**src/rtl/uart_alu_pkg.sv**
```systemverilog
// Shared definitions for the uart_alu packet path: opcodes, header size,
// receive-framer FSM states and opcode classification.
package uart_alu_pkg;

  localparam logic [7:0] OP_ECHO = 8'hEC;
  localparam logic [7:0] OP_ADD  = 8'hAD;
  localparam logic [7:0] OP_MUL  = 8'h88;
  localparam logic [7:0] OP_DIV  = 8'hD0;

  typedef enum logic [7:0] {
    OPE_ECHO = OP_ECHO,
    OPE_ADD  = OP_ADD,
    OPE_MUL  = OP_MUL,
    OPE_DIV  = OP_DIV
  } op_e;

  // Header is [op][rsvd][len_lo][len_hi]; len counts these bytes too.
  localparam logic [15:0] HdrBytes = 16'd4;

  typedef enum logic [2:0] {
    S_OP,
    S_RSVD,
    S_LEN_LO,
    S_LEN_HI,
    S_PAYLOAD,
    S_DRAIN
  } state_e;

  // Opcodes whose payload is a sequence of 32-bit little-endian operands.
  function automatic logic is_arith(logic [7:0] op);
    return (op == OP_ADD) || (op == OP_MUL) || (op == OP_DIV);
  endfunction

endpackage

```
**src/rtl/uart_alu_pkt_obuf.sv**
```systemverilog
// One-entry valid/ready output register for operand beats.
// Ports:
//   clk, rst_n        clock, async active-low reset
//   load              capture word_in/first_in/last_in as a new beat
//   word_in, first_in, last_in  beat payload and packet-position flags
//   op_load, op_in    update the packet opcode register
//   ready             downstream accepts the held beat
//   valid, word, first, last, op  registered outputs
// The caller only asserts load when the slot is free or draining this cycle,
// so a beat is never overwritten before it transfers.
module uart_alu_pkt_obuf (
  input  logic        clk,
  input  logic        rst_n,
  input  logic        load,
  input  logic [31:0] word_in,
  input  logic        first_in,
  input  logic        last_in,
  input  logic        op_load,
  input  logic [7:0]  op_in,
  input  logic        ready,
  output logic        valid,
  output logic [31:0] word,
  output logic        first,
  output logic        last,
  output logic [7:0]  op
);

  always_ff @(posedge clk or negedge rst_n) begin
    if (!rst_n) begin
      valid <= 1'b0;
      word  <= 32'h0;
      first <= 1'b0;
      last  <= 1'b0;
      op    <= 8'h00;
    end else begin
      if (load) begin
        valid <= 1'b1;
        word  <= word_in;
        first <= first_in;
        last  <= last_in;
      end else if (ready) begin
        // word is left as-is; only the qualifiers drop after transfer
        valid <= 1'b0;
        first <= 1'b0;
        last  <= 1'b0;
      end
      if (op_load) op <= op_in;
    end
  end

endmodule

```
**src/rtl/uart_alu_pkt_rx.sv**
```systemverilog
// Packet framer between the UART receiver and the ALU. Parses
// [op][rsvd][len_lo][len_hi][payload] and emits payload as operand beats.
// Ports:
//   clk_i, rst_ni                 clock, async active-low reset
//   rx_data_i/rx_valid_i/rx_ready_o  byte stream in
//   op_o                          opcode of the current packet
//   word_o/word_valid_o/word_ready_i  operand beat out
//   first_o, last_o               first / final beat of the packet
//   err_o                         one-cycle malformed-packet pulse
// Parameter MaxLen: largest accepted packet length (header included).
// Macro UART_ALU_PKT_CHECK_EN: enables header checks, err_o and draining of
// bad packets. Without it unknown opcodes frame as arithmetic and a trailing
// partial word is dropped.
module uart_alu_pkt_rx
  import uart_alu_pkg::*;
#(
  parameter logic [15:0] MaxLen = 16'hFFFF
) (
  input  logic        clk_i,
  input  logic        rst_ni,
  input  logic [7:0]  rx_data_i,
  input  logic        rx_valid_i,
  output logic        rx_ready_o,
  output logic [7:0]  op_o,
  output logic [31:0] word_o,
  output logic        word_valid_o,
  input  logic        word_ready_i,
  output logic        first_o,
  output logic        last_o,
  output logic        err_o
);

  state_e      state;
  logic [7:0]  len_lo;
  logic [15:0] cnt;        // payload bytes still to come
  logic [23:0] sreg;       // first three bytes of the word being assembled
  logic [1:0]  idx;        // byte position within the current word
  logic        first_pend; // next beat is the first of the packet
  logic        err;

  logic        byte_fire, can_load, echo;
  logic [15:0] len, pay_len, cnt_nxt;
  logic        beat_load, beat_last, hdr_err;
  logic [31:0] beat_word;

  // The slot is usable if empty or being emptied this cycle. S_OP also waits
  // on it so op_o cannot change under the previous packet's last beat.
  assign can_load   = !word_valid_o || word_ready_i;
  assign rx_ready_o = (state == S_PAYLOAD || state == S_OP) ? can_load : 1'b1;
  assign byte_fire  = rx_valid_i && rx_ready_o;

  assign len     = {rx_data_i, len_lo};
  assign pay_len = len - HdrBytes;
  assign cnt_nxt = cnt - 16'd1;
  assign echo    = (op_o == OP_ECHO);
  assign err_o   = err;

`ifdef UART_ALU_PKT_CHECK_EN
  always_comb begin
    hdr_err = 1'b0;
    if (!(is_arith(op_o) || echo)) hdr_err = 1'b1;
    if (len < HdrBytes)            hdr_err = 1'b1;
    if (len > MaxLen)              hdr_err = 1'b1;
    if (is_arith(op_o) && (pay_len[1:0] != 2'd0 || len == HdrBytes)) hdr_err = 1'b1;
  end
`else
  logic [15:0] unused_maxlen;
  assign unused_maxlen = MaxLen;
  assign hdr_err       = 1'b0;
`endif

  // Beat formation for the byte accepted this cycle.
  always_comb begin
    beat_load = 1'b0;
    beat_last = 1'b0;
    beat_word = {rx_data_i, sreg};
    if (byte_fire && state == S_PAYLOAD) begin
      if (echo) begin
        beat_load = 1'b1;
        beat_word = {24'h0, rx_data_i};
        beat_last = (cnt_nxt == 16'd0);
      end else if (idx == 2'd3) begin
        beat_load = 1'b1;
        // fewer than 4 bytes left means no further complete word
        beat_last = (cnt_nxt < 16'd4);
      end
    end
  end

  always_ff @(posedge clk_i or negedge rst_ni) begin
    if (!rst_ni) begin
      state      <= S_OP;
      len_lo     <= 8'h00;
      cnt        <= 16'h0;
      sreg       <= 24'h0;
      idx        <= 2'd0;
      first_pend <= 1'b0;
      err        <= 1'b0;
    end else begin
      err <= byte_fire && (state == S_LEN_HI) && hdr_err;
      if (byte_fire) begin
        case (state)
          S_OP:     state <= S_RSVD;
          S_RSVD:   state <= S_LEN_LO;
          S_LEN_LO: begin
            len_lo <= rx_data_i;
            state  <= S_LEN_HI;
          end
          S_LEN_HI: begin
            cnt        <= (len > HdrBytes) ? pay_len : 16'h0;
            idx        <= 2'd0;
            sreg       <= 24'h0;
            first_pend <= !hdr_err;
            if (len > HdrBytes) state <= hdr_err ? S_DRAIN : S_PAYLOAD;
            else                state <= S_OP;
          end
          S_PAYLOAD: begin
            cnt  <= cnt_nxt;
            sreg <= {rx_data_i, sreg[23:8]};
            idx  <= idx + 2'd1;
            if (beat_load) first_pend <= 1'b0;
            if (cnt_nxt == 16'd0) begin
              state <= S_OP;
              sreg  <= 24'h0;
              idx   <= 2'd0;
            end
          end
          S_DRAIN: begin
            cnt <= cnt_nxt;
            if (cnt_nxt == 16'd0) state <= S_OP;
          end
          default: state <= S_OP;
        endcase
      end
    end
  end

  uart_alu_pkt_obuf u_obuf (
    .clk      (clk_i),
    .rst_n    (rst_ni),
    .load     (beat_load),
    .word_in  (beat_word),
    .first_in (first_pend),
    .last_in  (beat_last),
    .op_load  (byte_fire && state == S_OP),
    .op_in    (rx_data_i),
    .ready    (word_ready_i),
    .valid    (word_valid_o),
    .word     (word_o),
    .first    (first_o),
    .last     (last_o),
    .op       (op_o)
  );

endmodule

```
**config.mk**
```make
export PLATFORM = sky130hd
export DESIGN_NAME = uart_alu_pkt_rx
export DESIGN_NICKNAME = d
export VERILOG_FILES = /design/src/rtl/uart_alu_pkg.sv /design/src/rtl/uart_alu_pkt_obuf.sv /design/src/rtl/uart_alu_pkt_rx.sv
export SDC_FILE = /design/constraint.sdc
export NUM_CORES = 1
export LEC_CHECK = 0
export ABC_AREA = 1
export BUFFER_PORTS_ARGS = -buffer_cell sky130_fd_sc_hd__buf_4
export CAP_MARGIN = 20
export CORE_MARGIN = 3
export CORE_UTILIZATION = 55
export DETAILED_ROUTE_END_ITERATION = 10
export MAX_ROUTING_LAYER = met4
export PLACE_DENSITY = 0.86
export SLEW_MARGIN = 20
export SYNTH_ARGS = -nofsm -noshare
export SYNTH_HDL_FRONTEND = slang
export SYNTH_SLANG_ARGS = --single-unit
```
**constraint.sdc**
```tcl
create_clock -name clk_i -period 4.8 [get_ports clk_i]
set_input_delay 0.96 -clock clk_i [delete_from_list [all_inputs] [get_ports clk_i]]
set_output_delay 0.96 -clock clk_i [all_outputs]
set_load 0.01 [all_outputs]
```
Yosys cells after proc, flatten, opt, wreduce, memory -nomap -nowiden

Cells that the tools add are included.

Flip-flop bits (word level): 97
Latch bits: 0
RAM bits: 0
Memory bits (read-only): 0
Input port bits: 12
Output and inout bits: 45
Memories: 0

$add $sub $neg: 3
Multipliers: 0
Divide/modulo/power cells: 0
$lt $le $gt $ge: 2
Equal/unequal tests: 9
Shifts and indexed selects: 0
Mux-type cells: 24
Bitwise operators: 0
Reductions and logical operators: 17

Operator list:

| kind                                                                          | number |
|---|---|
| 32-bit 2-to-1 mux                                                             | 2 |
| 24-bit one-hot mux with 2 select lines                                        | 1 |
| 16-bit one-hot mux with 2 select lines                                        | 1 |
| 24-bit 2-to-1 mux                                                             | 1 |
| 16-bit by 3-bit > comparator with 1-bit output, second input constant         | 1 |
| 16-bit zero test                                                              | 1 |
| 16-bit by 3-bit less-than comparator with 1-bit output, second input constant | 1 |
| 16-bit 2-to-1 mux                                                             | 1 |
| 16-bit by 1-bit subtractor with 16-bit output, second input constant          | 1 |
| 16-bit by 3-bit subtractor with 16-bit output, second input constant          | 1 |
| 3-bit one-hot mux with 5 select lines                                         | 1 |
| 1-bit 2-to-1 mux                                                              | 12 |
| 8-bit == test, second input constant                                          | 1 |
| 2-bit AND reduction                                                           | 4 |
| 3-bit by 2-bit == test with 1-bit output, second input constant               | 2 |
| 3-bit == test, second input constant                                          | 2 |
| 3-bit 2-to-1 mux                                                              | 2 |
| 2-bit nonzero test                                                            | 3 |
| 2-bit one-hot mux with 2 select lines                                         | 1 |
| 3-bit by 1-bit == test with 1-bit output, second input constant               | 1 |
| 1-bit logical AND                                                             | 3 |
| 3-bit zero test                                                               | 1 |
| 3-bit AND reduction                                                           | 1 |
| 2-bit by 1-bit adder with 2-bit output, second input constant                 | 1 |
| other kinds (8)                                                               | 9 |

Depth between registers and ports, before layout

Depth in word-level cells: 8
Depth in mapped cells: 15
Depth with buffers taken out: 15

Cells and area by module

From an unflattened synthesis, not the netlist that was laid out.

Cell total of the unflattened synthesis: 694
Area total of the unflattened synthesis: 5,327.6 µm²

By module, submodules not included:

| module            | instances | cells each | area each (µm²) | seq. area each (µm²) |
|---|---|---|---|---|
| uart_alu_pkt_rx   | 1         | 513        | 3,606.0         | 1,351.3 |
| uart_alu_pkt_obuf | 1         | 181        | 1,721.7         | 1,076.0 |

Least setup slack after synthesis

Ideal clock, no wire load.

Kind: input-to-reg
From: input port word_ready_i
To: register u_obuf.word[12]
Arrival: 2.010 ns
Required time: 4.678 ns
Setup slack: 2.669 ns
Cell stages on the path: 9
Buffers on the path: 1
Cells stage by stage: inv_1 > nand3_2 > nand2_1 > inv_2 > nand2_2 > a21oi_4 > inv_2 > buf_2 > a32o_1

Longest elaborated chain between the ends: 5

RTL lines:

| element                                                      | line                    | source |
|---|---|---|
| from (decl)                                                  | uart_alu_pkt_rx.sv:27   | `input logic word_ready_i,` |
| 1-bit logical OR (*)                                         | uart_alu_pkt_rx.sv:48   | `assign can_load = !word_valid_o \|\| word_ready_i;` |
| 1-bit 2-to-1 mux (*)                                         | uart_alu_pkt_rx.sv:49   | `assign rx_ready_o = (state == S_PAYLOAD \|\| state == S_OP) ? can_load : 1'b1;` |
| named net rx_ready_o                                         | uart_alu_pkt_rx.sv:23   | `output logic rx_ready_o,` |
| 1-bit logical AND (*)                                        | uart_alu_pkt_rx.sv:50   | `assign byte_fire = rx_valid_i && rx_ready_o;` |
| 1-bit logical AND (*)                                        | uart_alu_pkt_rx.sv:77   | `if (byte_fire && state == S_PAYLOAD) begin` |
| 32-bit 2-to-1 mux / 1-bit 2-to-1 mux (equally long branches) | uart_alu_pkt_rx.sv:77   |  |
| to (signal assigned)                                         | uart_alu_pkt_obuf.sv:38 | `word <= word_in;` |
| to (decl)                                                    | uart_alu_pkt_obuf.sv:22 | `output logic [31:0] word,` |

Mark *: on every way through the listed nets, which the timed path passes. The rest lies on a longest branch.
A chain may end at the register's enable or synchronous reset.

Worst setup path in the final report

From: register cnt[0]
To: register state[2]

Longest elaborated chain between the ends: 4

RTL lines:

| element                                                           | line                                           | source |
|---|---|---|
| from (decl)                                                       | uart_alu_pkt_rx.sv:35                          | `logic [15:0] cnt;` |
| from (signal assigned)                                            | uart_alu_pkt_rx.sv:110                         | `cnt <= (len > HdrBytes) ? pay_len : 16'h0;` |
| from (signal assigned)                                            | uart_alu_pkt_rx.sv:118                         | `cnt <= cnt_nxt;` |
| from (signal assigned)                                            | uart_alu_pkt_rx.sv:129                         | `cnt <= cnt_nxt;` |
| 16-bit by 1-bit subtractor with 16-bit output                     | uart_alu_pkt_rx.sv:54                          | `assign cnt_nxt = cnt - 16'd1;` |
| 16-bit zero test                                                  | uart_alu_pkt_rx.sv:122, uart_alu_pkt_rx.sv:130 |  |
| 2-bit by 1-bit inequality test with 1-bit output (no source line) | n/a                                            |  |
| 2-bit AND reduction (no source line)                              | n/a                                            |  |
| to (signal assigned)                                              | uart_alu_pkt_rx.sv:114                         | `if (len > HdrBytes) state <= hdr_err ? S_DRAIN : S_PAYLOAD;` |
| to (decl)                                                         | uart_alu_pkt_rx.sv:33                          | `state_e state;` |

Every way passes these cells.

==> results_dict.tcl <==
set metrics [dict create \
    dp_cells 756 \
    ctsHoldBuffers 0 \
    fin_area_mm2 0.00568 \
    die_area_mm2 0.0103 \
    finalNonFillerCells 772 \
    critPathKind "register to register" \
    top_layer "met4" \
    drive_gt1_frac 0.173 \
    critPathRequiredTime_ps 5070 \
    synth_top_cell_by_area "dfrtp_1" \
    power_leakage_uw 0.00280 \
    final_util 0.645 \
    status "complete, no violations" \
    critical_path.endpoint_type "register" \
    cts.clk_slew.worst_paths_ps 110 \
    cts_buffers 9 \
    ys_seq_elements 97 \
    rsz0062_at_grt "no" \
    setup_tns_ps 0 \
    post_drt_wl_per_cell_um 15.3 \
    grt_pass1_wl_um 19200 \
    cp_num_buf_inv 2 \
    cts.sinks 97 \
    cpPeakStageDelay_ps 410 \
    areaGrowthSynthToFinish_pct 13.0 \
    tritoncts "done" \
    ant_nets 0 \
    dr.pass1.iters 5 \
    grt_overflow 0 \
    clkPwrFrac 0.188 \
    p_sw_uw 1190 \
    rows 34 \
    wl_met1_um 5110 \
    multiInputGateArea_mm2 0.00229 \
    start_util 0.571 \
    drc 0 \
    core-area_mm2 0.00881 \
    peakVddDrop_v 0.000253 \
    tightest_slew_ps 944 \
    cp-start-kind "register" \
    portBuffers 55 \
    nNetsFinal 676 \
    period_share 0.546 \
    num_vias 4356 \
    drtIter0Drc 370 \
    synth_warnings 0 \
    power.internal_uw 1590 \
    cp_max_fo 25 \
    wl_met3_um 695 \
    crit_slowest_cell "dfrtp_1" \
    dp.final_hpwl_um 8480 \
    clock.fmax_mhz 382 \
    routabilityCongestion 0.872 \
    setup_violations 0 \
    postCtsSetupBuffers 0 \
    htree_levels 3 \
    fin_skew_ps 17.2 \
    dpl_cell_area_mm2 0.00548 \
    die_h_um 102 \
    pin_count 57 \
    ys_seq_area_frac 0.483 \
    drt-total-wl_um 11800 \
    slew_violations 0 \
    crit_top_cell "nand2_1" \
    period_minus_slack_ps 2620 \
    holdWs_ps 502 \
    synth_nets 630 \
    synth_area_mm2 0.00503 \
    via_per_inst 5.64 \
    dr_wl_met2_um 5750 \
    grt_use_total 0.244 \
    sequentialPowerShare 0.462 \
    cts_buffer_depth 2 \
    cts_root_buffer "clkbuf_8" \
    die-width_um 102 \
    final_cell_mix "186 x nand2_1, 97 x dfrtp_1, 66 x nor2_1" \
    slew_headroom 0.370 \
    layout_commonest_cell "nand2_1" \
    maxCapViolations 0 \
    cts_resized 0 \
    syn_area_per_cell_um2 8.20 \
    synthTopCellsByArea "dfrtp_1 48%, nand2_1 14%, nor2_1 4.9%, nand3_1 4.5%, a32o_1 4.2%" \
    grt_max_degree 72 \
    regArea_mm2 0.00243 \
    antenna_found_initial 0 \
    syn_inst 613 \
    fillers 706 \
    hold_class "register to register" \
    combPwrFrac 0.350 \
    path_delay_family "simple AND/OR/NAND/NOR gates" \
    cp_cell_sequence "inv_1 > ha_1 > nand2_1 > nor2_1 > nand3_1 > nand2_1 > nand2_1 > inv_1 > nand2_1 > nor2_2 > nand3_4 > nand2_2 > nand2_1 > nand2_1 > nand2_1" \
    synth_cell_types 35 \
    clk-insertion-delay-late_ps 370 \
    netSwitchingFraction 0.428 \
    insertedDiodeCount 0 \
    grt_pass1_vias 4129 \
    hold_violations 0 \
    yosysTopAreaCellShare 0.483 \
    critPathArrivalTime_ps 2890 \
    cellPowerDensity_mw_per_mm2 491 \
]
[cell usage after synthesis (all sizes together)]
cell and n:
nand4 5, o21ai 34, a21oi 2, dfrtp 97
xor2 8, ha 5, nor4 2, nand2 190
clkinv 1, inv 50, a32o 21, and2 1
buf 16, nand3 66, xnor2 1, o211ai 3
nor2 76, nor3 6, clkbuf 7, nor3b 1
a211oi 2, a31oi 17, o31ai 1, conb 1
[cells by family (layout without fill, tap and decap cells)]
group / Yosys count / count (layout) / share of synthesized area
compound gates: 80 / 80 / 0.110
xor+xnor: 9 / 9 / 0.0157
fa+ha+maj: 5 / 5 / 0.0124
buf+inv: 74 / 125 / 0.0622
flops: 97 / 97 / 0.483
other cells: 1 / 1 / 0.000746
simple gates: 347 / 347 / 0.316
[cell type report]
| cell class | instances | share of cell area |
|---|---|---|
| clock buffer | 9 | 0.0218 |
| clock inverter | 7 | 0.0128 |
| inverter | 51 | 0.0337 |
| multi-input combinational | 442 | 0.404 |
| sequential | 97 | 0.427 |
| tap | 108 | 0.0238 |
| timing repair buffer | 58 | 0.0767 |
[stage by stage]
step	setup slack, ps	total power [uW]
floorplan	2670	1960
global placement	2030	2200
detailed placement	1910	2260
CTS	2220	2780
global route	1900	3000
finish	2180	2790
[metal layers]
| metal | vias up | GRT usage |
|---|---|---|
| met5 | - | - |
| met4 | 0 | 0.0900 |
| met3 | 26 | 0.0565 |
| met2 | 137 | 0.383 |
| met1 | 2076 | 0.310 |
| li1 | 2117 | - |
[sequential cells by signal, indices dropped and copies added (netlist names)]
name / count
cnt: 16
first_pend: 1
idx: 2
len_lo: 8
sreg: 24
state: 3
u_obuf.first: 1
u_obuf.last: 1
u_obuf.op: 8
u_obuf.valid: 1
u_obuf.word: 32
[final timing paths]
check | from | to | slack, ps | depth (start not counted)
hold reg to reg | u_obuf.word[13]$_DFFE_PN0P_ | u_obuf.word[13]$_DFFE_PN0P_ | 500 | 1
hold / removal | u_obuf.word[13]$_DFFE_PN0P_ | u_obuf.word[13]$_DFFE_PN0P_ | 500 | 1
setup reg to reg | cnt[0]$_DFFE_PN0P_ | state[2]$_DFFE_PN0P_ | 2180 | 15
min in group asynchronous | rst_ni | u_obuf.valid$_DFFE_PN0P_ | 690 | 1
setup / recovery | cnt[0]$_DFFE_PN0P_ | state[2]$_DFFE_PN0P_ | 2180 | 15
max in group asynchronous | rst_ni | len_lo[6]$_DFFE_PN0P_ | 3230 | 2
[power groups by stage]
stage	Clock (uW)	Sequential [uW]	Combinational, uW
global placement	0	1280	918
detailed placement	0	1300	965
global route	562	1320	1120
CTS	531	1280	971
finish	524	1290	976
floorplan	0	1250	710
Power figures use the tool's default switching activity.
